## src/rtl/glm_dispatch_pkg.sv

```systemverilog
// Shared types and constants for the GLM op dispatcher: FSM states, opcode
// values, instruction word bundle and a small popcount helper.
package glm_dispatch_pkg;

  localparam int NUM_WORDS = 5;

  localparam logic [7:0] OP_NOP     = 8'h00;
  localparam logic [7:0] OP_BARRIER = 8'hFE;

  typedef logic [NUM_WORDS-1:0][31:0] regs_t;

  typedef enum logic [1:0] {
    S_IDLE    = 2'd0,
    S_CHECK   = 2'd1,
    S_BARRIER = 2'd2
  } state_e;

  // Decoded instruction class, captured once per instruction in S_CHECK.
  typedef enum logic [1:0] {
    K_NOP      = 2'd0,
    K_DISPATCH = 2'd1,
    K_BARRIER  = 2'd2,
    K_ILLEGAL  = 2'd3
  } kind_e;

  function automatic logic [3:0] popcount8(input logic [7:0] v);
    logic [3:0] n;
    n = '0;
    for (int i = 0; i < 8; i++) begin
      n = n + {3'b000, v[i]};
    end
    return n;
  endfunction

endpackage

```

## src/rtl/glm_op_dispatch_if.sv

```systemverilog
// Bundle between the dispatcher, its instruction source and the execution units.
// The master modport is the dispatcher's view; slave is the surrounding system.
interface glm_op_dispatch_if
  import glm_dispatch_pkg::*;
#(
  parameter int NUM_UNITS = 4
) ();

  logic                 instr_valid;
  logic                 instr_ready;
  regs_t                instr_regs;
  logic [NUM_UNITS-1:0] unit_start;
  regs_t                unit_regs;
  logic [NUM_UNITS-1:0] unit_done;
  logic [NUM_UNITS-1:0] busy;
  logic                 idle;
  logic [31:0]          retired_count;
  logic                 error;

  modport master (
    input  instr_valid,
    input  instr_regs,
    input  unit_done,
    output instr_ready,
    output unit_start,
    output unit_regs,
    output busy,
    output idle,
    output retired_count,
    output error
  );

  modport slave (
    output instr_valid,
    output instr_regs,
    output unit_done,
    input  instr_ready,
    input  unit_start,
    input  unit_regs,
    input  busy,
    input  idle,
    input  retired_count,
    input  error
  );

endinterface

```

## src/rtl/glm_op_dispatch.sv

```systemverilog
// Single-issue dispatcher: accepts one instruction at a time, waits for the
// target unit and its dependency units to be free, then pulses that unit's start.
module glm_op_dispatch
  import glm_dispatch_pkg::*;
#(
  parameter int NUM_UNITS = 4
) (
  input logic              clk,
  input logic              reset,
  glm_op_dispatch_if.master bus
);

  state_e               state_q;
  regs_t                regs_q;
  regs_t                unit_regs_q;
  logic                 decoded_q;
  kind_e                kind_q;
  logic [NUM_UNITS-1:0] tgt_q;
  logic [NUM_UNITS-1:0] dep_q;
  logic [NUM_UNITS-1:0] busy_q;
  logic [NUM_UNITS-1:0] start_q;
  logic [31:0]          retired_q;
  logic                 error_q;

  logic [7:0]           opcode;
  kind_e                kind_d;
  logic [NUM_UNITS-1:0] tgt_d;
  logic [NUM_UNITS-1:0] done_ok;
  logic [NUM_UNITS-1:0] done_bad;
  logic [NUM_UNITS-1:0] busy_after_done;
  logic                 can_issue;

  // Decode of the latched instruction; registered on the first S_CHECK cycle.
  always_comb begin
    opcode = regs_q[0][7:0];
    tgt_d  = '0;
    for (int i = 0; i < NUM_UNITS; i++) begin
      tgt_d[i] = (opcode == 8'(i + 1));
    end
    if (opcode == OP_NOP) begin
      kind_d = K_NOP;
    end else if (opcode == OP_BARRIER) begin
      kind_d = K_BARRIER;
    end else if (|tgt_d) begin
      kind_d = K_DISPATCH;
    end else begin
      kind_d = K_ILLEGAL;
    end
  end

  assign done_ok         = bus.unit_done & busy_q;
  assign done_bad        = bus.unit_done & ~busy_q;
  assign busy_after_done = busy_q & ~bus.unit_done;
  // Issue decision looks at registered busy, so a same-cycle done costs one cycle.
  assign can_issue       = ((tgt_q | dep_q) & busy_q) == '0;

  always_ff @(posedge clk) begin
    if (reset) begin
      state_q     <= S_IDLE;
      regs_q      <= '0;
      unit_regs_q <= '0;
      decoded_q   <= 1'b0;
      kind_q      <= K_NOP;
      tgt_q       <= '0;
      dep_q       <= '0;
      busy_q      <= '0;
      start_q     <= '0;
      retired_q   <= '0;
      error_q     <= 1'b0;
    end else begin
      start_q   <= '0;
      busy_q    <= busy_after_done;
      retired_q <= retired_q + 32'(popcount8(8'(done_ok)));
      if (|done_bad) begin
        error_q <= 1'b1;
      end

      case (state_q)
        S_IDLE: begin
          if (bus.instr_valid) begin
            regs_q    <= bus.instr_regs;
            decoded_q <= 1'b0;
            state_q   <= S_CHECK;
          end
        end

        S_CHECK: begin
          if (!decoded_q) begin
            kind_q    <= kind_d;
            tgt_q     <= tgt_d;
            dep_q     <= regs_q[0][8 +: NUM_UNITS];
            decoded_q <= 1'b1;
          end else begin
            case (kind_q)
              K_NOP:     state_q <= S_IDLE;
              K_BARRIER: state_q <= S_BARRIER;
              K_ILLEGAL: begin
                error_q <= 1'b1;
                state_q <= S_IDLE;
              end
              default: begin
                if (can_issue) begin
                  start_q     <= tgt_q;
                  unit_regs_q <= regs_q;
                  busy_q      <= busy_after_done | tgt_q;
                  state_q     <= S_IDLE;
                end
              end
            endcase
          end
        end

        // Leave as soon as the post-done busy vector is empty.
        S_BARRIER: begin
          if (busy_after_done == '0) begin
            state_q <= S_IDLE;
          end
        end

        default: state_q <= S_IDLE;
      endcase
    end
  end

  assign bus.instr_ready   = (state_q == S_IDLE);
  assign bus.idle          = (state_q == S_IDLE) && (busy_q == '0);
  assign bus.unit_start    = start_q;
  assign bus.unit_regs     = unit_regs_q;
  assign bus.busy          = busy_q;
  assign bus.retired_count = retired_q;
  assign bus.error         = error_q;

endmodule

```

## src/flat_wrapper.sv

```systemverilog
// flat-port wrapper written by rule: the top's interface ports become plain ports
module glm_op_dispatch_flat import glm_dispatch_pkg::*;
#(
  parameter int NUM_UNITS = 4
)
  (clk, reset, bus_instr_valid, bus_instr_regs, bus_unit_done, bus_instr_ready, bus_unit_start, bus_unit_regs, bus_busy, bus_idle, bus_retired_count, bus_error);
  glm_op_dispatch_if #(.NUM_UNITS(NUM_UNITS)) bus_i ();
  input logic clk;
  input logic reset;
  input wire logic [$bits(bus_i.instr_valid)-1:0] bus_instr_valid;
  input wire logic [$bits(bus_i.instr_regs)-1:0] bus_instr_regs;
  input wire logic [$bits(bus_i.unit_done)-1:0] bus_unit_done;
  output wire logic [$bits(bus_i.instr_ready)-1:0] bus_instr_ready;
  output wire logic [$bits(bus_i.unit_start)-1:0] bus_unit_start;
  output wire logic [$bits(bus_i.unit_regs)-1:0] bus_unit_regs;
  output wire logic [$bits(bus_i.busy)-1:0] bus_busy;
  output wire logic [$bits(bus_i.idle)-1:0] bus_idle;
  output wire logic [$bits(bus_i.retired_count)-1:0] bus_retired_count;
  output wire logic [$bits(bus_i.error)-1:0] bus_error;
  assign bus_i.instr_valid = bus_instr_valid;
  assign bus_i.instr_regs = bus_instr_regs;
  assign bus_i.unit_done = bus_unit_done;
  assign bus_instr_ready = bus_i.instr_ready;
  assign bus_unit_start = bus_i.unit_start;
  assign bus_unit_regs = bus_i.unit_regs;
  assign bus_busy = bus_i.busy;
  assign bus_idle = bus_i.idle;
  assign bus_retired_count = bus_i.retired_count;
  assign bus_error = bus_i.error;
  glm_op_dispatch #(.NUM_UNITS(NUM_UNITS)) u_core (.clk(clk), .reset(reset), .bus(bus_i));
endmodule
```

## config.mk

```make
export PLATFORM = sky130hd
export DESIGN_NAME = glm_op_dispatch_flat
export DESIGN_NICKNAME = d
export VERILOG_FILES = /design/src/rtl/glm_dispatch_pkg.sv /design/src/rtl/glm_op_dispatch_if.sv /design/src/rtl/glm_op_dispatch.sv /design/src/flat_wrapper.sv
export SDC_FILE = /design/constraint.sdc
export NUM_CORES = 1
export LEC_CHECK = 0
export CAP_MARGIN = 15
export CORE_UTILIZATION = 55
export DETAILED_ROUTE_END_ITERATION = 16
export DONT_BUFFER_PORTS = 1
export GPL_ROUTABILITY_DRIVEN = 0
export PLACE_DENSITY = 0.73
export SYNTH_ARGS = -nofsm -noshare
export SYNTH_HDL_FRONTEND = slang
export SYNTH_SLANG_ARGS = --single-unit
```

## constraint.sdc

```tcl
create_clock -name clk -period 4.6 [get_ports clk]
set_clock_uncertainty 0.05 [all_clocks]
set_input_delay 0.92 -clock clk [delete_from_list [all_inputs] [get_ports clk]]
set_output_delay 0.92 -clock clk [all_outputs]
set_load 0.05 [all_outputs]
```

==> run metrics <==
status finished, final reports clean; DRT Pass-1 Iters 5; largest buffer count on any clock path 3; Slew Limit Fails 0; Synth Area in Compound Gates 20.5%; syn_area_per_cell 8.10 um^2; CP Launch Type register; GRT Overall Usage 27.1%; dpl ws 0.569 ns; Rows 58; Num CTS Buffers 39; Synthesized Nets 1906; Synth Area in XOR/XNOR 0.438%; Min-Delay Path Class register to register; I/O pin total 370; Total Neg Setup Slack 0 ns; Post-CTS Hold Fix Bufs 0; Die Ht 162 um; clk slew on worst S/H paths 0.06 ns; Post-Synth Simple-Gate Area 19.6%; first-pass GRT wire length 58.2 mm; initial antenna violation count 0; number of max-cap violations 0; HPWL after DPL 21.6 mm; Final Util 60.6%; Adder-Cell Fraction of Synth Area 1.00%; wirelength, routed 37.2 mm; Clock Sink Count 374; sequential area share after synthesis 53.5%; crit-path max FO 11; Yosys warnings 0; GRT overflow 0; Async S/R FF share, synth 0%; Final Critical Period 3.83 ns; Clk Latency, worst-skew pair 0.52 ns; area grow syn2layout 8.69%; Final Hold Fails 0; slew margin rel. 20.7%; Antenna Cells 0; Mapped Cells 1729; Die W 162 um; number of global-route vias before repair 10978; final worst path period share 83.2%; Port Buf Inserts 0; worst slew pin tran 1.19 ns; Leak 5.06 nW; CTS Root Cell clkbuf_16; drt drc 0; die footprint 26100 um^2; Setup Buffers After CTS 0; Fillers 2255; CTS H-Tree Depth 2; CTS tree built; cells resized by post-CTS repair 0; vias 11913; Post-synth EDFFs 0; Initial Utilization 55.8%; combinational family with the most area after synthesis compound AO/OA/AOI/OAI gates; post-synthesis mux area share 0.161%; RSZ-0062 raised after global routing no; synth unique cells 46; CORE AREA 25100 um^2; f_max 261 MHz; DRT iter0 DRCs 1204; Syn Std Cell Area 14000 um^2; final net count 1806; DR WL/cell 18.7 um; Final Setup Violations 0; largest net degree at the start of global routing 378; post-route ant nets 0; Synth Flop Type dfxtp_1; PwrDens 442 nW/um^2; CP Class register to register; #FFs+latches synth 374; layout cell share with drive strength beyond 1 4.89%; final setup margin 0.774 ns; Critical Path RT 4.99 ns; crit path DAT 4.22 ns; drt via density 6.00; Setup crit end kind register; VDD IR max 0.326 mV
## synthesized netlist by cell type, types with 4 or more instances
cell type | instances | area share, %
a21oi_1 | 354 | 13
and2_1 | 7 | 0.31
and3_1 | 4 | 0.18
and4_1 | 7 | 0.44
buf_1 | 7 | 0.19
buf_2 | 36 | 1.3
clkbuf_1 | 108 | 2.9
dfxtp_1 | 374 | 53
ha_1 | 8 | 0.71
inv_1 | 15 | 0.40
nand2_1 | 347 | 9.3
nand2b_1 | 5 | 0.22
nand3_1 | 174 | 6.2
nand4_1 | 10 | 0.45
nor2_1 | 18 | 0.48
nor2b_1 | 5 | 0.22
nor3_1 | 4 | 0.14
nor3b_1 | 4 | 0.21
o21ai_0 | 172 | 6.1
o31ai_1 | 14 | 0.75
or3_1 | 7 | 0.31
or4_1 | 14 | 0.75
xnor2_1 | 5 | 0.31
## power by group
group	switching, W	internal, W
clock	0.00126	0.00182
combinational	0.000162	0.0000808
sequential	0.0000636	0.00333
total	0.00148	0.00524
## layout by cell type (no fill, tap or decap), types with 3 or more instances in the layout
| cell type | Yosys | layout |
|---|---|---|
| a21oi_1 | 354 | 354 |
| and2_1 | 7 | 6 |
| and3_1 | 4 | 4 |
| and4_1 | 7 | 6 |
| buf_12 | 0 | 4 |
| buf_4 | 1 | 8 |
| clkbuf_1 | 108 | 9 |
| clkbuf_16 | 0 | 40 |
| clkbuf_8 | 0 | 7 |
| clkinv_2 | 0 | 6 |
| dfxtp_1 | 374 | 374 |
| ha_1 | 8 | 8 |
| inv_1 | 15 | 15 |
| nand2_1 | 347 | 345 |
| nand2b_1 | 5 | 5 |
| nand3_1 | 174 | 174 |
| nand4_1 | 10 | 10 |
| nor2_1 | 18 | 18 |
| nor2b_1 | 5 | 5 |
| nor3_1 | 4 | 3 |
| nor3b_1 | 4 | 4 |
| o21ai_0 | 172 | 172 |
| o21ai_1 | 3 | 3 |
| o31ai_1 | 14 | 14 |
| or3_1 | 7 | 7 |
| or4_1 | 14 | 14 |
| xnor2_1 | 5 | 5 |
## cell type report
cell class / count / area [um^2] / area share (%)
Inverter: 15 / 56.3 / 0.370
Timing Repair Buffer: 12 / 140 / 0.920
Sequential cell: 374 / 7490 / 49.2
Clock buffer: 56 / 1130 / 7.43
Multi-Input combinational cell: 1187 / 5870 / 38.5
Tap cell: 330 / 413 / 2.71
Clock inverter: 12 / 130 / 0.855
## through the flow
| stage | instances | hold WS [ns] | cell area, um^2 | power [W] |
|---|---|---|---|---|
| floorplan | 1729 | 0.383 | 14000 | 0.00368 |
| global placement | 1918 | 0.387 | 14000 | 0.00370 |
| detailed placement | 1918 | 0.393 | 14000 | 0.00371 |
| CTS | 1986 | 0.401 | 15200 | 0.00676 |
| global route | 1986 | 0.414 | 15200 | 0.00695 |
| finish | 1986 | 0.401 | 15200 | 0.00672 |
## worst max-delay path, cell delays in order (launching register included)
cell       delay (ns)
dfxtp_1          0.71
and2_1           0.23
ha_1             0.24
fa_1             0.40
ha_1             0.33
inv_1            0.07
fa_1             0.41
nor2b_1          0.27
o2111ai_1        0.25
buf_4            0.24
or4_1            0.40
a21oi_1          0.16
## registers in the layout, indices dropped and copies added, names as in the netlist
| signal | count |
|---|---|
| u_core.bus.unit_regs | 160 |
| u_core.regs_q | 152 |
| u_core.bus.retired_count | 32 |
| u_core.opcode | 8 |
| u_core.bus.busy | 4 |
| u_core.bus.unit_start | 4 |
| u_core.dep_q | 4 |
| u_core.tgt_q | 4 |
| u_core.kind_q | 2 |
| u_core.state_q | 2 |
| u_core.bus.error | 1 |
| u_core.decoded_q | 1 |
## path summary, 6_finish.rpt
check                                   from                                      end  slack, ns  cells past startpoint
min          u_core.regs_q[156]$_SDFFE_PP0P_          u_core.regs_q[156]$_SDFFE_PP0P_       0.40                      2
max            u_core.bus.busy[0]$_SDFF_PP0_  u_core.bus.retired_count[22]$_SDFF_PP0_       0.77                     11
min reg2reg  u_core.regs_q[156]$_SDFFE_PP0P_          u_core.regs_q[156]$_SDFFE_PP0P_       0.40                      2
max reg2reg    u_core.bus.busy[0]$_SDFF_PP0_  u_core.bus.retired_count[22]$_SDFF_PP0_       0.77                     11
## kinds of logic after synthesis
kind of cell             Yosys count
buffers and inverters            168
AND/OR/NAND/NOR                  612
XOR/XNOR                           7
AO/OA/AOI/OAI                    556
flip-flops                       374
adder cells (fa/ha/maj)           10
multiplexers                       2
## per-layer routing
| metal | global-route usage [%] | wire length (um) | vias to the layer above |
|---|---|---|---|
| met1 | 33.6 | 14700 | 5608 |
| met2 | 42.8 | 17200 | 475 |
| met4 | 9.78 | 1200 | 0 |
| li1 | - | - | 5752 |
| met5 | 0 | 0 | - |
| met3 | 10.5 | 4120 | 78 |
Power figures use the tool's default switching activity.
